## config.mk

```make
export PLATFORM = sky130hd
export DESIGN_NAME = packet_initiator
export DESIGN_NICKNAME = d
export VERILOG_FILES = /design/src/rtl/packet_initiator.sv
export SDC_FILE = /design/constraint.sdc
export NUM_CORES = 1
export LEC_CHECK = 0
export ABC_AREA = 0
export CAP_MARGIN = 25
export CORE_UTILIZATION = 40
export DETAILED_ROUTE_END_ITERATION = 7
export PLACE_DENSITY = 0.6
export SLEW_MARGIN = 20
export SYNTH_ARGS = -nofsm -noshare
export SYNTH_HDL_FRONTEND = slang
export SYNTH_SLANG_ARGS = --single-unit
```

## constraint.sdc

```tcl
create_clock -name clk -period 16.8 [get_ports clk]
set_clock_uncertainty 0.05 [all_clocks]
set_input_delay 3.36 -clock clk [delete_from_list [all_inputs] [get_ports clk]]
set_output_delay 3.36 -clock clk [all_outputs]
set_load 0.005 [all_outputs]
```

## src/rtl/packet_initiator.sv

```systemverilog
// Initiator end of the serial point-to-point bus: frames a payload, shifts it out MSB-first,
// then waits for the responder's ACK/NACK and retransmits on NACK or timeout.
module packet_initiator #(
    parameter int unsigned FRAME_W   = 79,
    parameter int unsigned TIMEOUT   = 200,
    parameter int unsigned MAX_RETRY = 3
) (
    input  logic        clk,
    input  logic        rst,
    input  logic        start,
    input  logic [3:0]  dest_addr,
    input  logic [3:0]  my_address,
    input  logic [1:0]  data_size,
    input  logic [63:0] data_in,
    input  logic [2:0]  crc_in,
    input  logic        serial_in,
    output logic        serial_out,
    output logic        busy,
    output logic        done,
    output logic        ack_ok,
    output logic [1:0]  retries
);

    localparam int unsigned BIT_W = $clog2(FRAME_W);
    localparam int unsigned TMR_W = $clog2(TIMEOUT);
    localparam logic [BIT_W-1:0] LAST_TX     = BIT_W'(FRAME_W - 1);
    localparam logic [BIT_W-1:0] LAST_RX     = BIT_W'(FRAME_W - 2);
    localparam logic [TMR_W-1:0] LAST_TMR    = TMR_W'(TIMEOUT - 1);
    localparam logic [1:0]       RETRY_LIMIT = 2'(MAX_RETRY);

    typedef enum logic [2:0] {
        S_IDLE,
        S_SEND,
        S_WAIT,
        S_RECV,
        S_EVAL,
        S_RETRY,
        S_DONE
    } state_t;

    state_t state, state_next;

    logic [FRAME_W-1:0] frame;
    logic [FRAME_W-1:0] tx;
    logic [FRAME_W-2:0] rx;
    logic [FRAME_W-1:0] new_frame;
    logic [BIT_W-1:0]   bit_cnt;
    logic [TMR_W-1:0]   tmr;
    logic [1:0]         retry_cnt;
    logic               ack_q;
    logic               addr_match;
    logic               is_ack;
    logic               can_retry;

    assign new_frame = {1'b0, my_address, dest_addr, data_size, data_in, crc_in, 1'b1};

    // The start bit is consumed in WAIT, so rx holds frame bits [77:0] at their own indices.
    assign addr_match = (rx[73:70] == frame[77:74]) && (rx[77:74] == frame[73:70]);
    assign is_ack     = rx[0] && (rx[69:68] == 2'b00) && (&rx[67:4]) && (&rx[3:1]);
    assign can_retry  = retry_cnt < RETRY_LIMIT;

    always_ff @(posedge clk or posedge rst) begin
        if (rst) state <= S_IDLE;
        else     state <= state_next;
    end

    always_comb begin
        state_next = state;
        serial_out = 1'b1;
        busy       = (state != S_IDLE);
        done       = 1'b0;
        case (state)
            S_IDLE:  if (start) state_next = S_SEND;
            S_SEND: begin
                serial_out = tx[FRAME_W-1];
                if (bit_cnt == LAST_TX) state_next = S_WAIT;
            end
            S_WAIT: begin
                if (!serial_in)            state_next = S_RECV;
                else if (tmr == LAST_TMR)  state_next = S_RETRY;
            end
            S_RECV:  if (bit_cnt == LAST_RX) state_next = S_EVAL;
            S_EVAL: begin
                if (!addr_match)  state_next = S_WAIT;
                else if (is_ack)  state_next = S_DONE;
                else              state_next = S_RETRY;
            end
            S_RETRY: state_next = can_retry ? S_SEND : S_DONE;
            S_DONE: begin
                done       = 1'b1;
                state_next = S_IDLE;
            end
            default: state_next = S_IDLE;
        endcase
    end

    always_ff @(posedge clk or posedge rst) begin
        if (rst) begin
            frame     <= '0;
            tx        <= '1;
            rx        <= '0;
            bit_cnt   <= '0;
            tmr       <= '0;
            retry_cnt <= '0;
            ack_q     <= 1'b0;
        end else begin
            case (state)
                S_IDLE: begin
                    if (start) begin
                        frame     <= new_frame;
                        tx        <= new_frame;
                        bit_cnt   <= '0;
                        retry_cnt <= '0;
                        ack_q     <= 1'b0;
                    end
                end
                S_SEND: begin
                    tx <= {tx[FRAME_W-2:0], 1'b1};
                    if (bit_cnt == LAST_TX) begin
                        bit_cnt <= '0;
                        tmr     <= '0;
                    end else begin
                        bit_cnt <= bit_cnt + BIT_W'(1);
                    end
                end
                // The timeout counter holds across a discarded frame rather than restarting.
                S_WAIT: if (serial_in) tmr <= tmr + TMR_W'(1);
                S_RECV: begin
                    rx      <= {rx[FRAME_W-3:0], serial_in};
                    bit_cnt <= (bit_cnt == LAST_RX) ? '0 : bit_cnt + BIT_W'(1);
                end
                S_EVAL: ack_q <= addr_match && is_ack;
                S_RETRY: begin
                    if (can_retry) begin
                        retry_cnt <= retry_cnt + 2'd1;
                        tx        <= frame;
                        bit_cnt   <= '0;
                    end
                end
                default: ;
            endcase
        end
    end

    assign ack_ok  = ack_q;
    assign retries = retry_cnt;

endmodule

```

==> impl_metrics.py, run 1 <==
metrics = {
    "logic_synthesis": {
        "synthCells": 1033,
        "synth_seq_cells": 256,
        "syn_nets": 1119,
        "synth-seq-area-share": 0.551,
        "syn-mean-instance-area_um2": 11.4,
        "async_flop_share": 1.00,
        "yosysWarnings": 0,
        "synth_edf_count": 0,
        "ys_types": 54,
        "ys.flop_type": "dfrtp_1",
        "mappedNetlistArea_um2": 11800,
    },
    "hold_path": {
        "hold_class": "flip-flop to flip-flop",
        "whs_path_depth": 2,
    },
    "sta": {
        "slew_violations": 0,
        "fmax_mhz": 164,
        "hold_slack_ps": 421,
        "hold_violations": 0,
        "maxSlewHeadroom": 0.338,
        "finalSetupTns_ps": 0,
        "period_minus_slack_ps": 6100,
        "timing.final.crit_share": 0.363,
        "fin_ws_ps": 10700,
        "rsz0062_at_grt": "false",
        "worst_slew_pin_slew_ps": 993,
        "setup_viol": 0,
    },
    "clocking": {
        "clkTransAtPathRegs_ps": 60,
        "clockBufferDepth": 3,
        "cts_resized": 0,
        "cts.sink_count": 256,
        "cts_buffers": 28,
        "cts_setup_buffers": 0,
        "clk_latency_ps": 550,
        "holdBufCountCts": 0,
        "cts_tree": "done",
        "h-tree-depth": 1,
        "clockRootBuffer": "clkbuf_16",
    },
    "floorplanning": {
        "start_util": 0.409,
        "die_area_um2": 30200,
        "io_pins": 87,
        "die_w_um": 174,
        "die_h_um": 174,
        "coreArea_um2": 28900,
        "rows": 62,
    },
    "cells_and_area": {
        "nNetsFinal": 1176,
        "antenna_cells": 0,
        "fin_cells": 1495,
        "num-fill-cells": 2661,
        "layout_commonest_cell": "dfrtp_1",
        "final_core_util": 0.480,
        "final_cell_mix": "176 x dfrtp_1, 155 x mux2_2, 92 x nor2_1, 91 x a21oi_1, 91 x nand2_1",
        "layout-drive-gt1-share": 0.269,
        "syn_to_final_growth_pct": 17.3,
    },
    "worst_setup_path": {
        "end_kind": "output pin",
        "worst_ep_arrival_time_ps": 2690,
        "slowest_delay_ps": 700,
        "critical_path_class": "flip-flop to output pin",
        "cpLargestDelayFamily": "simple AND/OR/NAND/NOR gates",
        "slowest_stage": "dfrtp_1",
        "start_kind": "flip-flop",
        "cp_max_fo": 61,
        "reg2reg_depth": 5,
        "path_buf_inv": 1,
        "cp.depth": 3,
        "crit_chain": "nand2b_4, or3_1, clkdlybuf4s50_1",
        "worstPathRequired_ps": 13390,
    },
    "grt": {
        "globalRouteOverflowTotal": 0,
        "grt_pass1_vias": 7556,
        "grt_max_degree": 136,
        "grtUsageTotal": 0.155,
        "grt_first_pass_wirelength_mm": 39.0,
        "grt_antenna_before_repair": 0,
    },
    "placed_design": {
        "dp_slack_ps": 10540,
        "io_buffers": 86,
        "hpwl_mm": 14.0,
        "numPlacedInstances": 1443,
        "gp_congestion": 0.718,
    },
    "drt": {
        "avgRoutedWirePerCell_um": 15.5,
        "drt_iter0_markers": 384,
        "drt-total-wl_mm": 23.1,
        "ant_nets": 0,
        "via_per_inst": 5.16,
        "drcViolationCount": 0,
        "num_vias": 7707,
        "first_pass_iters": 4,
    },
    "flow_run": {
        "cap_violations": 0,
    },
    "pwr": {
        "power.density_nw_per_um2": 92.0,
        "peakVddDrop_uv": 70.1,
        "static-leakage-power_nw": 5.86,
    },
    "outcome": {
        "status": "completed",
    },
}
==> final timing paths <==
| kind | startpoint | endpoint | slack [ps] |
|---|---|---|---|
| max reg2reg | state[2]$_DFFE_PP0P_ | tx[12]$_DFFE_PP1P_ | 13660 |
| min in group asynchronous | rst | frame[15]$_DFFE_PP0P_ | 3380 |
| min | tx[0]$_DFFE_PP1P_ | tx[0]$_DFFE_PP1P_ | 420 |
| min reg2reg | tx[0]$_DFFE_PP1P_ | tx[0]$_DFFE_PP1P_ | 420 |
| max in group asynchronous | rst | rx[61]$_DFFE_PP0N_ | 12040 |
| max | state[0]$_DFFE_PP0P_ | serial_out | 10700 |
==> area by class of cell <==
cell class,count,area [um2],area share
inverter,9,41.3,0.00298
multi-input combinational,701,4940,0.357
clock buffer,46,878,0.0634
sequential,256,6510,0.470
timing repair buffer,94,945,0.0682
clock inverter,5,63.8,0.00460
tap,384,480,0.0347
==> metal layers <==
| metal | part of all wire | wire (um) | GRT usage | up-vias |
|---|---|---|---|---|
| li1 | - | - | - | 3760 |
| met1 | 0.50 | 11600 | 0.225 | 3821 |
| met2 | 0.45 | 10300 | 0.243 | 95 |
| met3 | 0.037 | 851 | 0.0254 | 31 |
| met4 | 0.018 | 407 | 0.0344 | 0 |
| met5 | 0 | 0 | 0 | - |
==> sequential cells by signal (all words and copies together) (netlist names) <==
name and flops:
retries 2, ack_ok 1, state 3, bit_cnt 7
rx 78, tmr 8, frame 78, tx 79
==> kinds of logic after synthesis <==
group | synth area share
AOI/OAI and AO/OA | 0.0912
xor gates and xnor gates | 0.00816
adders and majority gates | 0.00530
buffers and inverters | 0.0323
DFF | 0.551
muxes | 0.215
and+or+nand+nor | 0.0972
==> Yosys cell counts, types with 2 or more instances <==
| cell | instances | area [um2] |
|---|---|---|
| mux2i_1 | 78 | 781 |
| and2_1 | 2 | 12.5 |
| o21ai_0 | 88 | 440 |
| ha_1 | 5 | 62.6 |
| nand2b_1 | 4 | 25.0 |
| dfrtp_1 | 177 | 4430 |
| or3_1 | 4 | 25.0 |
| o21ai_1 | 7 | 35.0 |
| buf_2 | 32 | 160 |
| nor3b_1 | 2 | 15.0 |
| clkbuf_1 | 22 | 82.6 |
| a21oi_1 | 91 | 455 |
| nor4_1 | 6 | 37.5 |
| nor2b_1 | 3 | 18.8 |
| xnor2_1 | 3 | 26.3 |
| nor3_1 | 5 | 25.0 |
| nand3_1 | 3 | 15.0 |
| xor2_1 | 8 | 70.1 |
| o31ai_1 | 2 | 15.0 |
| buf_1 | 3 | 11.3 |
| buf_6 | 5 | 56.3 |
| nand4_1 | 22 | 138 |
| buf_4 | 5 | 37.5 |
| nand3b_1 | 2 | 15.0 |
| dfstp_2 | 79 | 2080 |
| inv_1 | 9 | 33.8 |
| nand4b_1 | 4 | 35.0 |
| nand2_1 | 91 | 342 |
| mux2_2 | 155 | 1750 |
| nor2_1 | 92 | 345 |
==> metrics by stage <==
stage	instance area (um2)	total power, mW
6_report	13900	1.28
5_1_grt	13900	1.32
4_1_cts	13800	1.29
3_5_place_dp	12900	0.673
3_3_place_gp	12900	0.673
2_1_floorplan	11800	0.644
==> where the power goes <==
group / internal [mW] / switching (mW)
Clock: 0.370 / 0.243
Sequential: 0.621 / 0.00216
Combinational: 0.0201 / 0.0192
==> worst register-to-register path: cells and delay by family, from the launching register on <==
family | cells | cell delay [ps]
AO/OA/AOI/OAI | 1 | 320
buffers and inverters | 1 | 660
flip-flops | 1 | 910
AND/OR/NAND/NOR | 3 | 1100
Note: power is estimated with default switching activity, not from simulation.
==> inputs of run 2 (changes only) <==
--- a/config.mk
+++ b/config.mk
@@ -9,7 +9,7 @@
 export CAP_MARGIN = 25
 export CORE_UTILIZATION = 40
 export DETAILED_ROUTE_END_ITERATION = 7
-export PLACE_DENSITY = 0.6
+export PLACE_DENSITY = 0.62
 export SLEW_MARGIN = 20
 export SYNTH_ARGS = -nofsm -noshare
 export SYNTH_HDL_FRONTEND = slang
==> constraint.sdc (replaced) <==
create_clock -name clk -period 5.4 [get_ports clk]
set_clock_uncertainty 0.05 [all_clocks]
set_input_delay 1.08 -clock clk [delete_from_list [all_inputs] [get_ports clk]]
set_output_delay 1.08 -clock clk [all_outputs]
set_load 0.005 [all_outputs]
==> run 2 against run 1 <==
  * Total power rose to 3.1 times the previous value
  * Via count down 0.32%
  * Wire length up 0.70%
  * First-iteration DRC count up 4.2%
  * Cell count up 0.20%
  * Cell area up 0.20%
  * Combinational power rose to 3.1 times the previous value
  * Sequential share of layout area down 0.093 points
  * Largest cell class unchanged
==> impl_metrics.py, run 2 (synthesis results as in run 1) <==
metrics = {
    "outcome": {
        "status": "completed",
    },
    "flow_run": {
        "cap_violations": 0,
    },
    "cells_and_area": {
        "num-fill-cells": 2643,
        "antenna_cells": 0,
        "fin_cells": 1498,
        "largest-register": "tx",
        "layout-drive-gt1-share": 0.269,
        "fin_area_um2": 13900,
        "nNetsFinal": 1179,
        "multi_input_area_um2": 4940,
        "largest_register_ffs": 79,
        "final_core_util": 0.481,
        "syn_to_final_growth_pct": 17.6,
        "seq_area_um2": 6510,
        "reg.largest.list": "tx (79), frame (78), rx (78)",
        "layout_commonest_cell": "dfrtp_1",
        "final_cell_mix": "176 x dfrtp_1, 155 x mux2_2, 92 x nor2_1, 91 x a21oi_1, 91 x nand2_1",
    },
    "clocking": {
        "clk_latency_ps": 550,
        "clockBufferDepth": 3,
        "cts.sink_count": 256,
        "holdBufCountCts": 0,
        "h-tree-depth": 1,
        "cts_setup_buffers": 0,
        "cts_tree": "done",
        "cts_buffers": 28,
        "cts_resized": 0,
        "clockRootBuffer": "clkbuf_16",
        "clkTransAtPathRegs_ps": 60,
    },
    "hold_path": {
        "whs_path_depth": 2,
        "holdPathEnd": "tx[0]$_DFFE_PP1P_",
        "hold_class": "flip-flop to flip-flop",
        "min_from": "tx[0]$_DFFE_PP1P_",
    },
    "grt": {
        "grt_max_degree": 115,
        "grt_first_pass_wirelength_mm": 39.2,
        "grt_pass1_vias": 7689,
        "grt_antenna_before_repair": 0,
        "grtUsageTotal": 0.156,
        "globalRouteOverflowTotal": 0,
    },
    "floorplanning": {
        "io_pins": 87,
        "rows": 62,
        "start_util": 0.409,
        "die_h_um": 174,
        "coreArea_um2": 28900,
        "die_w_um": 174,
        "die_area_um2": 30200,
    },
    "pwr": {
        "static-leakage-power_nw": 5.86,
        "power.density_nw_per_um2": 283,
        "peakVddDrop_uv": 224,
        "p_total_mw": 3.93,
    },
    "worst_setup_path": {
        "r2r_start": "state[2]$_DFFE_PP0P_",
        "start_kind": "flip-flop",
        "reg2reg_depth": 4,
        "worst_ep_arrival_time_ps": 2690,
        "end_kind": "output pin",
        "worstPathRequired_ps": 4270,
        "critical_path_class": "flip-flop to output pin",
        "cp_max_fo": 63,
        "regToRegSetupSlack_ps": 2520,
        "r2r-end": "frame[1]$_DFFE_PP0P_",
    },
    "drt": {
        "wl_met2_mm": 10.6,
        "routedLengthMet1_mm": 11.5,
        "via_per_inst": 5.13,
        "routed.top_layer": "met4",
        "drt_iter0_markers": 400,
        "num_vias": 7682,
        "drcViolationCount": 0,
        "avgRoutedWirePerCell_um": 15.5,
        "wl_met3_um": 898,
        "drt-total-wl_mm": 23.3,
        "first_pass_iters": 4,
        "ant_nets": 0,
    },
    "sta": {
        "maxSlewHeadroom": 0.362,
        "rsz0062_at_grt": "false",
        "worst_slew_pin_slew_ps": 958,
        "slew_violations": 0,
        "hold_violations": 0,
        "period_minus_slack_ps": 3820,
        "fmax_mhz": 262,
        "timing.final.crit_share": 0.708,
        "setup_viol": 0,
        "finalSetupTns_ps": 0,
    },
    "placed_design": {
        "io_buffers": 86,
        "place_area_um2": 12900,
        "gp_congestion": 0.730,
        "numPlacedInstances": 1446,
        "hpwl_mm": 14.2,
    },
}
-- run 2: cell count changes in the layout (fill, tap and decap cells not counted), sizes merged --
| cell | previous run | this run |
|---|---|---|
| clkinv | 3 | 4 |
| clkinvlp | 1 | 2 |
| buf | 8 | 11 |
| inv | 9 | 8 |
| clkbuf | 46 | 45 |
-- run 2: where the power goes --
group          total, mW  switching, mW  leakage [nW]  internal (mW)
clock               1.88          0.761         0.446           1.11
combinational      0.121         0.0583          2.21         0.0626
sequential          1.94        0.00659          3.21           1.93
-- run 2: through the flow --
step / setup WS (ps) / hold WS [ps]
after floorplan: 963 / 391
after global placement: 1940 / 411
after detailed placement: 1890 / 404
after CTS: 1520 / 411
after global routing: 1390 / 423
final: 1580 / 411
-- run 2: area by class of cell --
cell class	count	area share
Clock buffer	45	0.0608
Clock inverter	6	0.00523
Inverter	9	0.00270
Multi-Input combinational cell	701	0.356
Sequential cell	256	0.469
Tap cell	384	0.0346
Timing Repair Buffer	97	0.0721
-- run 2: critical path, cell delays in order, from the launching register on --
cell and delay [ps]:
dfrtp_1 680, nand2b_4 490, or3_1 480, clkdlybuf4s50_1 490
-- run 2: worst max path at each step --
stage | cells past startpoint | start | slack, ps | endpoint
floorplan | 1 | rst | 960 | ack_ok$_DFFE_PP0P_
global placement | 6 | start | 1940 | tx[26]$_DFFE_PP1P_
detailed placement | 6 | start | 1890 | tx[31]$_DFFE_PP1P_
CTS | 3 | state[0]$_DFFE_PP0P_ | 1520 | serial_out
global route | 3 | state[0]$_DFFE_PP0P_ | 1390 | serial_out
finish | 3 | state[0]$_DFFE_PP0P_ | 1580 | serial_out
-- run 2: routing by layer --
layer,vias up,GRT usage
met5,-,0
met4,0,0.0376
met3,26,0.0250
met2,117,0.249
met1,3770,0.223
li1,3769,-
==> inputs of run 3 (changes only) <==
--- a/config.mk
+++ b/config.mk
@@ -9,7 +9,7 @@
 export CAP_MARGIN = 25
 export CORE_UTILIZATION = 40
 export DETAILED_ROUTE_END_ITERATION = 7
-export PLACE_DENSITY = 0.62
+export PLACE_DENSITY = 0.6
 export SLEW_MARGIN = 20
 export SYNTH_ARGS = -nofsm -noshare
 export SYNTH_HDL_FRONTEND = slang
==> constraint.sdc (replaced) <==
create_clock -name clk -period 3.7 [get_ports clk]
set_clock_uncertainty 0.05 [all_clocks]
set_input_delay 0.74 -clock clk [delete_from_list [all_inputs] [get_ports clk]]
set_output_delay 0.74 -clock clk [all_outputs]
set_load 0.005 [all_outputs]
==> run 3 against run 2 <==
  * Worst hold slack improved by 4.2 ps
  * Largest power group unchanged
  * Utilization about the same
  * Clock power grew 39%
  * Critical path depth unchanged
  * Highest routed layer unchanged
  * Critical path type unchanged
  * Setup slack lost 990 ps
==> impl_metrics.py, run 3 (synthesis results as in run 1) <==
metrics = {
    "drt": {
        "avgRoutedWirePerCell_um": 15.3,
        "num_vias": 7691,
        "drcViolationCount": 0,
        "drt-total-wl_mm": 22.9,
        "via_per_inst": 5.12,
        "first_pass_iters": 4,
        "drt_iter0_markers": 527,
        "ant_nets": 0,
    },
    "grt": {
        "grtUsageTotal": 0.157,
        "globalRouteOverflowTotal": 0,
        "grt_first_pass_wirelength_mm": 39.7,
        "grt_antenna_before_repair": 0,
        "grt_pass1_vias": 7933,
        "grt_max_degree": 158,
    },
    "placed_design": {
        "hpwl_mm": 14.0,
        "numPlacedInstances": 1446,
        "io_buffers": 86,
        "gp_congestion": 0.757,
    },
    "worst_setup_path": {
        "critical_path_class": "flip-flop to output pin",
        "end_kind": "output pin",
        "cpLargestDelayFamily": "flip-flops",
        "worst_ep_arrival_time_ps": 2320,
        "worstPathRequired_ps": 2910,
        "path_buf_inv": 1,
        "cp_max_fo": 42,
        "start_kind": "flip-flop",
        "slowest_stage": "dfrtp_4",
        "crit_chain": "nand2_1, nor2_1, clkdlybuf4s50_1",
        "slowest_delay_ps": 820,
    },
    "clocking": {
        "clk_latency_ps": 550,
        "clockRootBuffer": "clkbuf_16",
        "cts_tree": "done",
        "holdBufCountCts": 0,
        "cts.sink_count": 256,
        "clkTransAtPathRegs_ps": 60,
        "h-tree-depth": 1,
        "clockBufferDepth": 3,
        "cts_resized": 0,
        "cts_buffers": 29,
        "cts_setup_buffers": 0,
    },
    "floorplanning": {
        "start_util": 0.409,
        "rows": 62,
        "die_area_um2": 30200,
        "io_pins": 87,
        "die_w_um": 174,
        "coreArea_um2": 28900,
        "die_h_um": 174,
    },
    "hold_path": {
        "hold_class": "flip-flop to flip-flop",
    },
    "sta": {
        "timing.final.crit_share": 0.840,
        "slew_violations": 0,
        "worst_slew_pin_slew_ps": 840,
        "hold_violations": 0,
        "rsz0062_at_grt": "false",
        "maxSlewHeadroom": 0.440,
        "fmax_mhz": 322,
        "period_minus_slack_ps": 3110,
        "setup_viol": 0,
        "finalSetupTns_ps": 0,
    },
    "pwr": {
        "static-leakage-power_nw": 5.84,
        "power.density_nw_per_um2": 406,
        "peakVddDrop_uv": 372,
    },
    "cells_and_area": {
        "syn_to_final_growth_pct": 17.4,
        "antenna_cells": 0,
        "largest-register": "tx",
        "largest_register_ffs": 79,
        "layout_commonest_cell": "dfrtp_1",
        "final_cell_mix": "176 x dfrtp_1, 155 x mux2_2, 92 x nor2_1, 91 x a21oi_1, 91 x nand2_1",
        "fin_cells": 1501,
        "nNetsFinal": 1180,
        "layout-drive-gt1-share": 0.262,
        "reg.largest.list": "tx (79), frame (78), rx (78)",
    },
    "flow_run": {
        "cap_violations": 0,
    },
    "outcome": {
        "status": "completed",
    },
}
==> run 3: cell types whose count changed in the layout (fill, tap and decap cells not counted), moves of 3 or more <==
cell / previous run / this run
buf_12: 3 / 6
buf_4: 7 / 4
clkbuf_1: 9 / 19
clkbuf_8: 8 / 2
==> run 3: per-stage QoR <==
stage / setup WS, ps / hold WS (ps) / utilization / power (mW) / area, um2
detailed placement: 952 / 406 / 0.450 / 3.06 / 13000
global placement: 982 / 407 / 0.450 / 3.06 / 13000
global route: 451 / 429 / 0.481 / 5.86 / 13900
finish: 592 / 415 / 0.481 / 5.63 / 13900
floorplan: -397 / 391 / - / 2.93 / 11800
CTS: 551 / 416 / 0.480 / 5.73 / 13800
==> run 3: report_power, final <==
group          switching (mW)  internal [mW]
clock network            1.11           1.51
registers              0.0102           2.82
logic                  0.0886         0.0937
total                    1.21           4.42
==> run 3: cell type report <==
class	instances	area (um2)
fill	2663	15000
inverter	9	37.5
clock inverter	4	41.3
clock buffer	50	825
timing repair buffer	97	1040
tap	384	480
multi-input combinational	701	4940
sequential	256	6510
==> run 3: path summary, 6_finish.rpt <==
check	startpoint	to	slack (ps)	cells after the start
hold / removal	tx[0]$_DFFE_PP1P_	tx[0]$_DFFE_PP1P_	420	2
setup / recovery	state[2]$_DFFE_PP0P_	done	590	3
min in group asynchronous	rst	frame[53]$_DFFE_PP0P_	540	2
setup reg to reg	state[2]$_DFFE_PP0P_	frame[68]$_DFFE_PP0P_	1280	4
hold reg to reg	tx[0]$_DFFE_PP1P_	tx[0]$_DFFE_PP1P_	420	2
max in group asynchronous	rst	tx[16]$_DFFE_PP1P_	2220	3
==> run 3: metal layers <==
layer | global-route usage | vias to the layer above | part of all wire | wire [um]
met3 | 0.0235 | 29 | 0.035 | 800
met5 | 0 | - | 0 | 0
li1 | - | 3773 | - | -
met2 | 0.254 | 94 | 0.46 | 10600
met1 | 0.221 | 3795 | 0.48 | 11100
met4 | 0.0373 | 0 | 0.018 | 408
==> run 3: worst min-delay path, cell delays in order (launching register included) <==
cell and delay [ps]:
dfstp_2 370, inv_1 40, a21oi_1 50
